==> src/rtl/i2s_frame_serializer.sv <==
// Mono I2S frame serializer and frame-rate pacer: a free-running (bit, div) timebase
// whose registered decodes drive bclk, lrclk, sdata and the once-per-frame new_frame pulse.
// Optional sticky underrun detection is compiled in with `define I2S_UNDERRUN_DETECT_EN.
module i2s_frame_serializer #(
  parameter int CLKS_PER_BIT = 4,
  parameter int SLOT_BITS    = 32,
  parameter int SAMPLE_WIDTH = 16
) (
  input  logic                    clk,
  input  logic                    reset,
  input  logic [SAMPLE_WIDTH-1:0] sample_in,
  input  logic                    sample_strobe,
  input  logic                    mute,
  output logic                    new_frame,
  output logic                    bclk,
  output logic                    lrclk,
  output logic                    sdata,
  output logic                    underrun
);

  localparam int DIV_W = $clog2(CLKS_PER_BIT);
  localparam int BIT_W = $clog2(2 * SLOT_BITS);

  localparam logic [DIV_W-1:0] DIV_LAST   = DIV_W'(CLKS_PER_BIT - 1);
  localparam logic [DIV_W-1:0] DIV_HALF   = DIV_W'(CLKS_PER_BIT / 2);
  localparam logic [BIT_W-1:0] BIT_LAST   = BIT_W'(2 * SLOT_BITS - 1);
  localparam logic [BIT_W-1:0] SLOT_FIRST = BIT_W'(SLOT_BITS);
  localparam logic [BIT_W-1:0] DATA_LAST  = BIT_W'(SAMPLE_WIDTH);

  logic [DIV_W-1:0]        div_cnt;
  logic [DIV_W-1:0]        div_next;
  logic [BIT_W-1:0]        bit_cnt;
  logic [BIT_W-1:0]        bit_next;
  logic                    div_wrap;
  logic [SAMPLE_WIDTH-1:0] word;

  // Timebase next-state: div wraps every bit period, bit wraps every frame.
  always_comb begin
    div_wrap = (div_cnt == DIV_LAST);
    div_next = div_wrap ? '0 : div_cnt + DIV_W'(1);
    bit_next = bit_cnt;
    if (div_wrap) begin
      bit_next = (bit_cnt == BIT_LAST) ? '0 : bit_cnt + BIT_W'(1);
    end
  end

  logic [BIT_W-1:0]        slot_pos;
  logic [SAMPLE_WIDTH-1:0] word_shifted;
  logic                    capture;
  logic                    in_data;
  logic                    bclk_d;
  logic                    lrclk_d;
  logic                    sdata_d;
  logic                    new_frame_d;

  // Output decode of the current counter state; registered below so every
  // output lags the state it decodes by exactly one clk.
  always_comb begin
    lrclk_d      = (bit_cnt >= SLOT_FIRST);
    bclk_d       = (div_cnt >= DIV_HALF);
    capture      = (bit_cnt == '0) && (div_cnt == '0);
    new_frame_d  = (bit_cnt == BIT_LAST) && (div_cnt == '0);
    slot_pos     = lrclk_d ? (bit_cnt - SLOT_FIRST) : bit_cnt;
    // One-bit I2S delay: slot position 1 carries the MSB.
    in_data      = (slot_pos != '0) && (slot_pos <= DATA_LAST);
    word_shifted = word << (slot_pos - BIT_W'(1));
    sdata_d      = in_data && word_shifted[SAMPLE_WIDTH-1];
  end

  always_ff @(posedge clk or negedge reset) begin
    if (!reset) begin
      div_cnt   <= '0;
      bit_cnt   <= '0;
      word      <= '0;
      bclk      <= 1'b0;
      lrclk     <= 1'b0;
      sdata     <= 1'b0;
      new_frame <= 1'b0;
    end else begin
      div_cnt   <= div_next;
      bit_cnt   <= bit_next;
      bclk      <= bclk_d;
      lrclk     <= lrclk_d;
      sdata     <= sdata_d;
      new_frame <= new_frame_d;
      // The word is frozen for the whole frame; mute only matters here.
      if (capture) begin
        word <= mute ? '0 : sample_in;
      end
    end
  end

`ifdef I2S_UNDERRUN_DETECT_EN
  // sample_strobe is a bare advisory pulse (no backpressure); seen records
  // whether one arrived since the last new_frame.
  logic seen;
  logic armed;

  always_ff @(posedge clk or negedge reset) begin
    if (!reset) begin
      seen     <= 1'b0;
      armed    <= 1'b0;
      underrun <= 1'b0;
    end else if (new_frame) begin
      // A strobe coinciding with new_frame belongs to the following frame.
      seen  <= sample_strobe;
      armed <= 1'b1;
      if (armed && !seen) begin
        underrun <= 1'b1;
      end
    end else if (sample_strobe) begin
      seen <= 1'b1;
    end
  end
`else
  logic unused_strobe;
  assign unused_strobe = sample_strobe;
  assign underrun      = 1'b0;
`endif

endmodule

==> config.mk <==
export PLATFORM = sky130hd
export DESIGN_NAME = i2s_frame_serializer
export DESIGN_NICKNAME = d
export VERILOG_FILES = /design/src/rtl/i2s_frame_serializer.sv
export SDC_FILE = /design/constraint.sdc
export NUM_CORES = 1
export LEC_CHECK = 0
export BUFFER_PORTS_ARGS = -buffer_cell sky130_fd_sc_hd__buf_2
export CAP_MARGIN = 25
export CORE_UTILIZATION = 58
export DETAILED_ROUTE_END_ITERATION = 8
export HOLD_SLACK_MARGIN = 0.1
export PLACE_DENSITY = 0.88
export SLEW_MARGIN = 40
export SYNTH_ARGS = -nofsm -noshare
export SYNTH_HDL_FRONTEND = slang
export SYNTH_SLANG_ARGS = --single-unit
==> constraint.sdc <==
create_clock -name clk -period 4.1 [get_ports clk]
set_clock_uncertainty 0.05 [all_clocks]
set_input_delay 0.41 -clock clk [delete_from_list [all_inputs] [get_ports clk]]
set_output_delay 0.41 -clock clk [all_outputs]
set_load 0.005 [all_outputs]
== Word-level counts from Yosys, hierarchy flattened ==
Index checks and enable logic that the tools add are counted.

* Input port bits: 20
* Word-level logic and storage cells: 28
* Register bits after elaboration: 28
* Output and inout port bits: 5

* Add/subtract/negate cells: 4
* $lt $le $gt $ge: 3
* Mux-type cells: 4
* Eq/ne operators: 2
* Shifts and indexed selects: 1
* Reductions and logical operators: 7

{| class="wikitable"
|+ Operators by type and width
! operator !! number
|-
| 2-to-1 mux 16 bit || 1
|-
| left shift 16 x 6 -> 16 bit || 1
|-
| 2-to-1 mux 6 bit || 2
|-
| adder 6 x 1 -> 6 bit, second input constant || 1
|-
| == test 6 bit, second input constant || 1
|-
| greater-or-equal comparator 6 bit, second input constant || 1
|-
| less-or-equal comparator 6 x 5 -> 1 bit, second input constant || 1
|-
| logical NOT 6 bit || 1
|-
| nonzero test 6 bit || 1
|-
| subtractor 6 x 1 -> 6 bit, second input constant || 1
|-
| subtractor 6 bit, second input constant || 1
|-
| logical AND 1 bit || 4
|-
| adder 2 x 1 -> 2 bit, second input constant || 1
|-
| == test 2 bit, second input constant || 1
|-
| greater-or-equal comparator 2 bit, second input constant || 1
|-
| logical NOT 2 bit || 1
|-
| 2-to-1 mux 2 bit || 1
|}

== Longest topological paths before layout ==
* Depth after elaboration: 5
* Gate-level depth with buffers: 7
* Mapped depth without buffers: 6

== Worst setup path before layout ==
Ideal clock, no wire load.

* Path kind: reg-to-reg
* Start: register bit_cnt[0]
* End: register sdata
* Data required time: 3.928 ns
* Arrival time: 1.646 ns
* Clock period less this slack: 1.817 ns
* Library setup time: 0.122 ns
* Path buffers: 1
* Cell stages (with the launch flop): 7
* Setup slack: 2.283 ns
* Path through: dfrtp_1 buf_6 inv_1 ha_1 mux4_1 mux2_2 a32o_1

* Longest elaborated chain between the ends: 5
* Elaborated cells on any way between the ends: 9
* Those cells by class: 2 x add/sub; 2 x order compare; 1 x shift; 1 x mux; 3 x reduce/logical

{| class="wikitable"
|+ Ends and longest elaborated chain
! item !! RTL line !! RTL
|-
| start, declared || 32 || <nowiki>logic [BIT_W-1:0] bit_cnt;</nowiki>
|-
| start signal, assigned || 81 || <nowiki>bit_cnt <= bit_next;</nowiki>
|-
| subtractor 6 bit / greater-or-equal comparator 6 bit (equally long branches) || 63, 59 ||
|-
| 2-to-1 mux 6 bit * || 63 || <nowiki>slot_pos = lrclk_d ? (bit_cnt - SLOT_FIRST) : bit_cnt;</nowiki>
|-
| subtractor 6 x 1 -> 6 bit (tied with other cells) || 66 || <nowiki>word_shifted = word << (slot_pos - BIT_W'(1));</nowiki>
|-
| left shift 16 x 6 -> 16 bit / logical AND 1 bit (equally long branches) || 66, 65 ||
|-
| logical AND 1 bit * || 67 || <nowiki>sdata_d = in_data && word_shifted[SAMPLE_WIDTH-1];</nowiki>
|-
| via sdata_d || 53 || <nowiki>logic sdata_d;</nowiki>
|-
| end signal, assigned || 84 || <nowiki>sdata <= sdata_d;</nowiki>
|-
| end, declared || 17 || <nowiki>output logic sdata,</nowiki>
|}

The timed path passes the listed nets; every way through them passes the cells marked *.
A chain may end at the register's enable or synchronous reset.

== Final worst setup path ==
Same ends and word-level chain as after synthesis.

==> summary.txt <==
Clocking
  • TritonCTS clock tree: yes
  • Insertion delay of the later-clocked pin in the worst-skew pair: 310 ps
  • Root Buffer Master: sky130_fd_sc_hd__clkbuf_4
  • CTS-repair resized insts: 0
  • CTS Buffer Depth: 2
  • Number of sinks on the clock net: 28
  • Clock transition at the registers of the reported paths: 140 ps
  • Deepest level of the CTS H-tree: 1
  • Number of buffers added by the clock tree synthesis step: 3

Synth
  • Most frequent cells after synthesis: sky130_fd_sc_hd__dfrtp_1, sky130_fd_sc_hd__nand2_1, sky130_fd_sc_hd__o21ai_0, sky130_fd_sc_hd__nand2b_1, sky130_fd_sc_hd__clkbuf_1
  • Primary FF master, synth: sky130_fd_sc_hd__dfrtp_1
  • Sequential fraction of the synthesis area: 49.5%
  • Post-synthesis cell count: 138
  • Post-synthesis net count: 164
  • EDFF count, synth: 0
  • Number of distinct library cell variants in the gate-level netlist after synthesis: 24
  • Most frequent cell after synthesis: sky130_fd_sc_hd__dfrtp_1
  • Avg Inst Size Synth: 10.3 um2
  • Synthesis Warnings: 0
  • Top cells by area in the synthesized netlist: sky130_fd_sc_hd__dfrtp_1, sky130_fd_sc_hd__nand2b_1, sky130_fd_sc_hd__mux4_1
  • Post-synth top area share: 49.5%
  • Async set-or-reset flop fraction in the synthesized netlist: 100%
  • Post-Synthesis Cell Area: 0.00142 mm2
  • Dominant cell type by area after synthesis: sky130_fd_sc_hd__dfrtp_1
  • Count of state elements after synthesis: 28

Worst setup path
  • Type of the setup path with the least slack: reg -> reg
  • Cell Chain, Critical Path: inv_1, ha_1, mux4_1, mux2_2, a32o_1
  • Critical path capture point type: flop
  • Crit Path Max Fanout: 8
  • Critical Path Max Stage Delay: 560 ps
  • Path length in cells of the critical path: 5
  • Worst path required time: 4270 ps
  • Worst Reg-to-Reg Cells: 5
  • Nature of the critical path startpoint: flop
  • Slowest stage cell, crit path: sky130_fd_sc_hd__dfrtp_1
  • CP Buf/Inv Count: 1
  • Cell type group with the largest total delay on the critical path: multiplexers
  • Data arrival time of the critical path: 2260 ps

Timing
  • Final critical path time including I/O delays and setup: 2100 ps
  • Post-Route Setup TNS: 0 ps
  • Remaining max-slew budget at the tightest pin: 59.8%
  • Tightest Pin Transition: 603 ps
  • Hold violation count in the final report: 0
  • # setup viols final: 0
  • Number of max-slew violations in the final report: 0
  • Fmax: around 0.48 GHz
  • RSZ-0062 raised after global routing: false
  • Period utilisation layout: 51.1%

Min path
  • Hold Path Cell Cnt: 3
  • Path type of the worst min-delay path: in -> reg

Cells and area
  • Antenna fix cells: 0
  • Total area of sequential cells: 701 um2
  • Net total in the final layout: 184
  • Share of layout cells above drive strength 1: 19.2%
  • Multi-input gate area in the final layout: 652 um2
  • Synthesis-to-layout area growth: 10.4%
  • Filler cell count in the final layout: between 150 and 200
  • Number of standard cells in the final layout excluding fillers: between 150 and 200

Die
  • Standard cell core area: 0.00225 mm2
  • Die Ht: 51.4 um
  • Standard-cell row count: 17
  • Area of the die: 0.00264 mm2
  • Starting density of the core: 62.8%
  • Horiz. Die Dim: between 50 and 60 um
  • I/O pin cnt: 25

Placement
  • Detailed placement HPWL: 1850 um
  • Buffers added on ports: 22
  • Post-placement cell count: 180
  • Routability congestion estimate from global placement: 0.826

Power
  • Leakage Power: 0.751 nW
  • Power per standard cell area: 272 mW/mm2
  • IR drop worst, VDD: 0.225 mV

GRT
  • Met2 Resource Use GR: 35.5%
  • Total congestion overflow after global routing: 0
  • Tot GR Track Use: around a fifth
  • Most used routing layer in global routing: met2
  • Met3 Use GR: under 10%
  • Number of global-route vias before repair: ~950
  • Antenna violations before repair: 0
  • First-pass GRT wire length: ~4000 um
  • Met1 Track Usage GR: about a quarter
  • Pin count of the biggest net entering global routing: 29

Outcome
  • Result of the run: completed

Detailed routing
  • Vias/cell: 5.37
  • Antenna violation net count after detailed routing: 0
  • Drc violations: 0
  • Count of routing violations after the opening detailed-route iteration: 12
  • Average wire length per cell after detail routing: between 10 and 15 um
  • Wire length reported by the detailed router: 2340 um
  • Overall via count from detail_route: around 990
  • Number of detailed-route iterations in the first pass: 4

Run
  • Total of max-cap violations: 0
==> worst min-delay path, cell delays in order <==
cell                       delay (ps)
sky130_fd_sc_hd__buf_2             90
sky130_fd_sc_hd__nand2b_1          50
sky130_fd_sc_hd__o21ai_0           60
==> flip-flops by register name, indices dropped and copies added, names as in the netlist <==
name and flops:
div_cnt 2, bit_cnt 6, lrclk 1, new_frame 1
sdata 1, word 16, bclk 1
==> per-stage QoR <==
| stage | setup WS (ps) | hold WS (ps) | total power [mW] | utilization [%] | area (um2) |
|---|---|---|---|---|---|
| after CTS | 1980 | 274 | 0.432 | 69.4 | 1560 |
| final | 2000 | 277 | 0.426 | 69.4 | 1560 |
| after global routing | 1910 | 280 | 0.448 | 69.4 | 1560 |
| after global placement | 1860 | 391 | 0.324 | 67.1 | 1510 |
| after floorplan | 2280 | 64.4 | 0.308 | - | 1420 |
| after detailed placement | 1990 | 396 | 0.327 | 67.9 | 1530 |
==> layout by cell type (no fill, tap or decap), drive strengths merged <==
| cell | instances |
|---|---|
| ha | 6 |
| nor2 | 7 |
| a32o | 1 |
| o21ai | 19 |
| dfrtp | 28 |
| buf | 24 |
| nand2 | 21 |
| a21oi | 2 |
| nand3b | 1 |
| nor3 | 1 |
| mux2 | 2 |
| clkbuf | 3 |
| conb | 1 |
| and2 | 1 |
| dlygate4sd3 | 1 |
| xor2 | 2 |
| inv | 4 |
| mux4 | 4 |
| nand3 | 1 |
| xnor2 | 3 |
| nand4 | 4 |
| or2 | 1 |
| mux2i | 2 |
| nand2b | 17 |
==> layout make-up <==
type,count,area share [%]
Multi-Input combinational cell,96,41.7
Inverter,4,0.960
Clock buffer,3,1.44
Timing Repair Buffer,25,8.88
Sequential cell,28,44.8
Tap cell,28,2.24
==> worst paths after layout <==
path	startpoint	end	slack, ps
min in group asynchronous	reset	sdata	570
worst min register to register	bit_cnt[5]	lrclk	430
worst max-delay path	bit_cnt[0]	sdata	2000
worst max register to register	bit_cnt[0]	sdata	2000
max in group asynchronous	reset	div_cnt[1]	3020
worst min-delay path	sample_in[12]	word[12]	280
==> logic make-up (layout without fill, tap and decap cells) <==
group / count (synthesis) / count (layout) / synth area share [%]
fa+ha+maj: 6 / 6 / 5.30
other cells: 1 / 1 / 0.265
compound gates: 22 / 22 / 8.13
mux: 8 / 8 / 10.4
flops: 28 / 28 / 49.5
simple gates: 54 / 54 / 18.8
xor+xnor: 5 / 5 / 3.09
buf+inv: 14 / 32 / 4.51
==> report_power, final <==
| part | total, mW | internal [mW] | switching (mW) |
|---|---|---|---|
| Sequential | 0.289 | 0.285 | 0.00440 |
| Clock | 0.104 | 0.0342 | 0.0702 |
| Combinational | 0.0321 | 0.0169 | 0.0152 |
| Total | 0.426 | 0.336 | 0.0898 |
==> layer usage <==
metal  vias up  share of wire [%]
met5         -                  0
met4         0                2.6
met3         6                3.4
met2        31                 50
met1       457                 43
li1        494                  -
==> timing repair <==
item | in CTS | in global routing
buffers inserted | 0 | 0
hold endpoints to repair | 28 | 0
hold buffers | 1 | 0
(Power assumes the default switching activity.)
